==> config.mk <==
export PLATFORM = sky130hd
export DESIGN_NAME = fetch_unit
export DESIGN_NICKNAME = d
export VERILOG_FILES = /design/src/rtl/fetch_pkg.sv /design/src/rtl/fetch_fifo.sv /design/src/rtl/fetch_fifo_chk.sv /design/src/rtl/fetch_unit.sv
export SDC_FILE = /design/constraint.sdc
export NUM_CORES = 1
export LEC_CHECK = 0
export ABC_AREA = 0
export CAP_MARGIN = 20
export CORE_UTILIZATION = 55
export DETAILED_ROUTE_END_ITERATION = 7
export PLACE_DENSITY = 0.79
export SLEW_MARGIN = 15
export SYNTH_ARGS = -nofsm -noshare
export SYNTH_HDL_FRONTEND = slang
export SYNTH_HIERARCHICAL = 1
export SYNTH_SLANG_ARGS = --single-unit
==> constraint.sdc <==
create_clock -name clk -period 3.8 [get_ports clk]
set_input_delay 0.38 -clock clk [delete_from_list [all_inputs] [get_ports clk]]
set_output_delay 0.38 -clock clk [all_outputs]
set_load 0.02 [all_outputs]
==> src/rtl/fetch_pkg.sv <==
// Shared types and constants for the instruction-fetch stage.
// Queue entries pair each fetched word with the PC+4 handed to decode.
package fetch_pkg;

  localparam logic [31:0] NOP_INSTR        = 32'h0000_0000;
  localparam logic [31:0] DEFAULT_RESET_PC = 32'h0000_0000;

  typedef struct packed {
    logic [31:0] instr;
    logic [31:0] pc4;
  } fetch_entry_t;

endpackage

==> src/rtl/fetch_fifo.sv <==
// Synchronous prefetch queue of fetch entries.
// Flush takes precedence over push and pop.
module fetch_fifo
  import fetch_pkg::*;
#(
  parameter int DEPTH = 4
) (
  input  logic                     clk,
  input  logic                     rst,
  input  logic                     push,
  input  fetch_entry_t             pushEntry,
  input  logic                     pop,
  input  logic                     flush,
  output fetch_entry_t             head,
  output logic [$clog2(DEPTH):0]   count,
  output logic                     empty
);

  localparam int PW = $clog2(DEPTH);
  localparam logic [PW:0]   FULL_COUNT = (PW+1)'(DEPTH);
  localparam logic [PW:0]   ZERO_COUNT = {(PW+1){1'b0}};
  localparam logic [PW-1:0] ZERO_PTR   = {PW{1'b0}};
  localparam logic [PW-1:0] ONE_PTR    = {{(PW-1){1'b0}}, 1'b1};

  fetch_entry_t  memR [DEPTH];
  logic [PW-1:0] rdPtrR;
  logic [PW-1:0] wrPtrR;
  logic [PW:0]   countR;
  logic          fullS;
  logic          pushOkS;
  logic          popOkS;

  // Qualify requests against occupancy and flush.
  always_comb begin
    fullS   = (countR == FULL_COUNT);
    pushOkS = push && !fullS && !flush;
    popOkS  = pop && (countR != ZERO_COUNT) && !flush;
  end

  // Pointer and occupancy update.
  always_ff @(posedge clk) begin
    if (rst || flush) begin
      rdPtrR <= ZERO_PTR;
      wrPtrR <= ZERO_PTR;
      countR <= ZERO_COUNT;
    end else begin
      if (pushOkS) wrPtrR <= wrPtrR + ONE_PTR;
      if (popOkS)  rdPtrR <= rdPtrR + ONE_PTR;
      case ({pushOkS, popOkS})
        2'b10:   countR <= countR + {{PW{1'b0}}, 1'b1};
        2'b01:   countR <= countR - {{PW{1'b0}}, 1'b1};
        default: countR <= countR;
      endcase
    end
  end

  // Entry storage; stale slots are never visible because count gates the head.
  always_ff @(posedge clk) begin
    if (pushOkS) memR[wrPtrR] <= pushEntry;
  end

  assign head  = memR[rdPtrR];
  assign count = countR;
  assign empty = (countR == ZERO_COUNT);

  fetch_fifo_chk uChk (
    .clk  (clk),
    .rst  (rst),
    .push (push),
    .flush(flush),
    .full (fullS)
  );

endmodule

==> src/rtl/fetch_fifo_chk.sv <==
// Property checker for the prefetch queue.
// The fetch credit scheme must never push into a full queue.
module fetch_fifo_chk (
  input logic clk,
  input logic rst,
  input logic push,
  input logic flush,
  input logic full
);

  // A non-flushed push while full would overwrite the head entry.
  noOverflow: assert property (@(posedge clk) disable iff (rst) !(push && full && !flush));

endmodule

==> src/rtl/fetch_unit.sv <==
// Instruction-fetch stage: owns the PC, issues credit-limited word fetches,
// queues returns with PC+4 and presents one instruction per cycle to IF/ID.
module fetch_unit
  import fetch_pkg::*;
#(
  parameter int          DEPTH    = 4,
  parameter logic [31:0] RESET_PC = DEFAULT_RESET_PC
) (
  input  logic        clk,
  input  logic        rst,
  output logic        imem_req,
  output logic [31:0] imem_addr,
  input  logic [31:0] imem_rdata,
  input  logic        redirect,
  input  logic [31:0] redirect_pc,
  input  logic        id_stall,
  output logic        if_valid,
  output logic [31:0] if_instr,
  output logic [31:0] if_pc4
);

  localparam int CW = $clog2(DEPTH) + 1;
  localparam logic [CW:0] DEPTH_W = (CW+1)'(DEPTH);

  logic [31:0]   pcR;
  logic [31:0]   pc4R;
  logic          inflightR;
  logic          dropR;
  logic          reqS;
  logic          pushS;
  logic          popS;
  logic          validS;
  logic [CW:0]   usedS;
  logic [CW-1:0] countS;
  logic          emptyS;
  fetch_entry_t  headS;
  fetch_entry_t  pushEntryS;
  logic          unusedRedirectLsbs;

  assign unusedRedirectLsbs = ^redirect_pc[1:0];

  // Credit check counts the in-flight return so the queue can never overflow.
  always_comb begin
    usedS      = {1'b0, countS} + {{CW{1'b0}}, inflightR};
    reqS       = !rst && !redirect && (usedS < DEPTH_W);
    pushS      = inflightR && !dropR && !redirect && !rst;
    validS     = !emptyS;
    popS       = validS && !id_stall;
    pushEntryS = '{instr: imem_rdata, pc4: pc4R};
  end

  // Output muxing: NOP and zero PC+4 whenever nothing valid is queued.
  always_comb begin
    if (validS) begin
      if_instr = headS.instr;
      if_pc4   = headS.pc4;
    end else begin
      if_instr = NOP_INSTR;
      if_pc4   = 32'h0000_0000;
    end
  end

  assign imem_req  = reqS;
  assign imem_addr = pcR;
  assign if_valid  = validS;

  // PC, in-flight tracking and discard of a return orphaned by redirect.
  always_ff @(posedge clk) begin
    if (rst) begin
      pcR       <= RESET_PC;
      pc4R      <= 32'h0000_0000;
      inflightR <= 1'b0;
      dropR     <= 1'b0;
    end else if (redirect) begin
      pcR       <= {redirect_pc[31:2], 2'b00};
      inflightR <= 1'b0;
      dropR     <= inflightR;
    end else begin
      inflightR <= reqS;
      dropR     <= 1'b0;
      if (reqS) begin
        pcR  <= pcR + 32'd4;
        pc4R <= pcR + 32'd4;
      end
    end
  end

  fetch_fifo #(.DEPTH(DEPTH)) uFifo (
    .clk      (clk),
    .rst      (rst),
    .push     (pushS),
    .pushEntry(pushEntryS),
    .pop      (popS),
    .flush    (redirect),
    .head     (headS),
    .count    (countS),
    .empty    (emptyS)
  );

endmodule

==> results.md <==
- Outcome: completed
- R2r setup slk: 0.97 ns
- Synthesized area: 13400 µm²
- Post-layout util: 69.5%
- Final Hold Fails: 0
- FFs w/ async S/R, synth: 0%
- Register area share after synthesis: 68.0%
- Fin Setup TNS: 0 ns
- Clock share of power: 41.8%
- Post-DP HPWL: 16.4 mm
- Starting Density: 56.5%
- Hold/Removal Path Class: primary input to flop
- Leakage: 5.19 nW
- Largest family of logic cells by synthesized area: multiplexers
- Shortest period the worst path allows: 3.17 ns
- Grt total ovfl: 0
- Main synth FF type: edfxtp_1
- Global-route usage over all layers: 21.8%
- Kind of start point of the critical path: flop
- Post-Synth Simple-Gate Area: 10.2%
- Critical Path AT: 2.79 ns
- First-pass GRT wire length: 41.4 mm
- R2R depth: 9
- Clock latency on the worst-skew pair: 0.55 ns
- Synth Area in Compound Gates: 4.15%
- Hold Path End: imem_addr[29]$_SDFFE_PP0P_
- Most numerous cell in the Yosys netlist: edfxtp_1
- Number of synthesized flops with an enable pin: 256
- Die Y: 158 µm
- Horiz. Die Dim: 158 µm
- I/O Pins: 166
- Antenna violations before repair: 0
- Pwr dens: 449 nW/µm²
- Worst-Margin Slew: 0.905 ns
- Yosys warnings: 6
- Vias per cell: 5.52
- CTS tree: done
- P_int: 5.87 mW
- Worst-path clk slew: 0.07 ns
- Setup crit end kind: primary output
- Synthesized instance count: 853
- Max-slew violations: 0
- GPL Wtd Cong: 0.829
- Htree depth: 1
- Post-cts sizing count: 0
- Rel. slew slack: 39.2%
- Root buf cell: clkbuf_16
- DRT antenna net count: 0
- Avg Cell Area, Syn: 15.7 µm²
- Worst r2r src: uFifo/count[0]$_SDFFE_PP0P_
- Post-synth top area cell: edfxtp_1
- RSZ-0062 raised after global routing: false
- 1st-iter DRT viols: 332
- Final setup violating endpoints: 0
- Inserted Diodes: 0
- Number of post-CTS setup repair buffers: 0
- Switching part of the total: 20.5%
- Hold path depth: 3
- Nets: 1094
- CP Class: flop to primary output
- Worst Skew: 0.0161 ns
- Achievable Freq: 316 MHz
- Mux share of post-synthesis cell area: 10.9%
- Drt first pass iters: 5
- Number of CTS-inserted buffers: 31
- Worst r2r dst: uFifo/count[2]$_SDFFE_PP0P_
- Fraction of layout cells with a size suffix above 1: 15.7%
- DRC viols: 0
- Worst hold slack: 0.282 ns
- Synth top area cells: edfxtp_1, mux4_2, dfxtp_1
- Clk buf depth: 3
- Port buffer count: 161
- CTS Hold Bufs: 0
- Clk sinks: 327
- Maxcap violations: 0
- Post-Synth Adder-Cell Area: 0.710%
- Power share of the combinational group: 4.3%
- Final WL: 26.4 mm
- DR vias: 7517
- Synth unique cells: 57
- Die ar.: 25000 µm²
- Critical Path RT: 3.42 ns
- Core ar.: 23700 µm²
- Routed WL per cell: 19.4 µm
- Share of the synthesized area in the top cell type: 57.4%
- Switching power: 1.52 mW
- XOR/XNOR Fraction of Synth Area: 3.47%
- Max IR drop VDD: 288 µV
- Seq pwr share: 53.9%
- Largest net degree at the start of global routing: 65
- Row cnt: 56
- Vias in the first global route: 7781
- Tcrit/Tclk final: 83.3%
- Critical-path maximum fanout: 27
- Area grow syn2layout: 22.9%
- Min-delay src: rst
- #FFs+latches synth: 327
- Commonest cells in the netlist: edfxtp_1, dfxtp_1, nor2_1, nor2b_1, mux4_2
-- area by class of cell --
class | instances | area, µm²
Fill cell | 1609 | 7230
Clock inverter | 15 | 91.3
Clock buffer | 42 | 975
Sequential cell | 327 | 9110
Timing Repair Buffer | 180 | 1820
Multi-Input combinational cell | 465 | 4000
Tap cell | 319 | 399
Inverter | 14 | 52.6
-- cell usage in the layout, fill, tap and decap left out, types with 3 or more instances in the layout --
master,synthesis,layout
edfxtp_1,256,256
clkdlybuf4s50_1,0,160
dfxtp_1,71,69
nor2b_1,65,65
nor2_1,65,65
mux4_2,64,64
a211oi_1,39,39
clkbuf_16,0,37
nand2_1,34,34
xor2_1,29,29
xnor2_1,24,24
a21oi_1,19,19
nand4_1,18,18
nand3_1,15,15
inv_1,14,14
buf_4,9,13
conb_1,1,10
nor3_1,10,9
clkinv_2,0,8
ha_1,6,6
buf_12,0,6
o21ai_0,5,5
or3_1,5,5
nor4_1,5,5
and2_1,5,5
or2_2,4,4
clkinvlp_4,0,4
and3_4,0,4
and4_1,3,3
clkbuf_8,2,3
-- sequential cells by signal, indices dropped and copies added, names as in the netlist, named ones only --
name          cells
imem_addr        30
pc4R             30
uFifo/memR      256
inflightR         1
uFifo/wrPtrR      2
uFifo/count       3
dropR             1
uFifo/rdPtrR      2
-- stage by stage --
step           cell area, µm²  cells  setup slack (ns)  total power [mW]
2_1_floorplan           13400    862              1.14              4.20
3_5_place_dp            15400   1305             0.672              4.37
6_report                16500   1362             0.633              7.39
4_1_cts                 16500   1362             0.577              7.45
5_1_grt                 16500   1362             0.486              7.62
3_3_place_gp            15400   1305             0.768              4.36
-- worst max-delay path by stage --
| stage | startpoint | to | slack (ns) | cells after the start |
|---|---|---|---|---|
| detailed placement | redirect | uFifo/count[2]$_SDFFE_PP0P_ | 0.67 | 13 |
| floorplan | rst | uFifo/memR[0][0]$_DFFE_PP_ | 1.14 | 5 |
| global placement | redirect | uFifo/count[2]$_SDFFE_PP0P_ | 0.77 | 13 |
| CTS | flop | if_instr[19] | 0.58 | 4 |
| finish | flop | if_pc4[16] | 0.63 | 4 |
| global route | flop | if_pc4[16] | 0.49 | 4 |
-- critical path, cell delays in order, from the launching register on --
cell,delay [ns]
dfxtp_4,0.62
buf_12,0.30
mux4_2,0.52
nor2b_1,0.18
clkdlybuf4s50_1,0.61
-- metal layers --
| layer | vias to the layer above | GRT usage (%) | routed length (µm) |
|---|---|---|---|
| li1 | 3572 | - | - |
| met1 | 3673 | 28.7 | 11300 |
| met2 | 234 | 37.9 | 13100 |
| met3 | 38 | 3.39 | 1490 |
| met4 | 0 | 5.40 | 429 |
| met5 | - | 0 | 0 |
-- cell families after synthesis --
| logic type | Yosys count |
|---|---|
| AO/OA/AOI/OAI | 80 |
| other | 1 |
| XOR/XNOR | 53 |
| AND/OR/NAND/NOR | 249 |
| flip-flops | 327 |
| buffers and inverters | 70 |
| adder cells (fa/ha/maj) | 7 |
| multiplexers | 66 |
-- power by group through the flow --
stage | sequential (mW) | combinational, mW | clock, mW
2_1_floorplan | 4.05 | 0.146 | 0
3_3_place_gp | 4.05 | 0.311 | 0
3_5_place_dp | 4.06 | 0.317 | 0
4_1_cts | 3.98 | 0.320 | 3.15
5_1_grt | 3.99 | 0.344 | 3.28
6_report | 3.98 | 0.318 | 3.09
(Power assumes the default switching activity.)
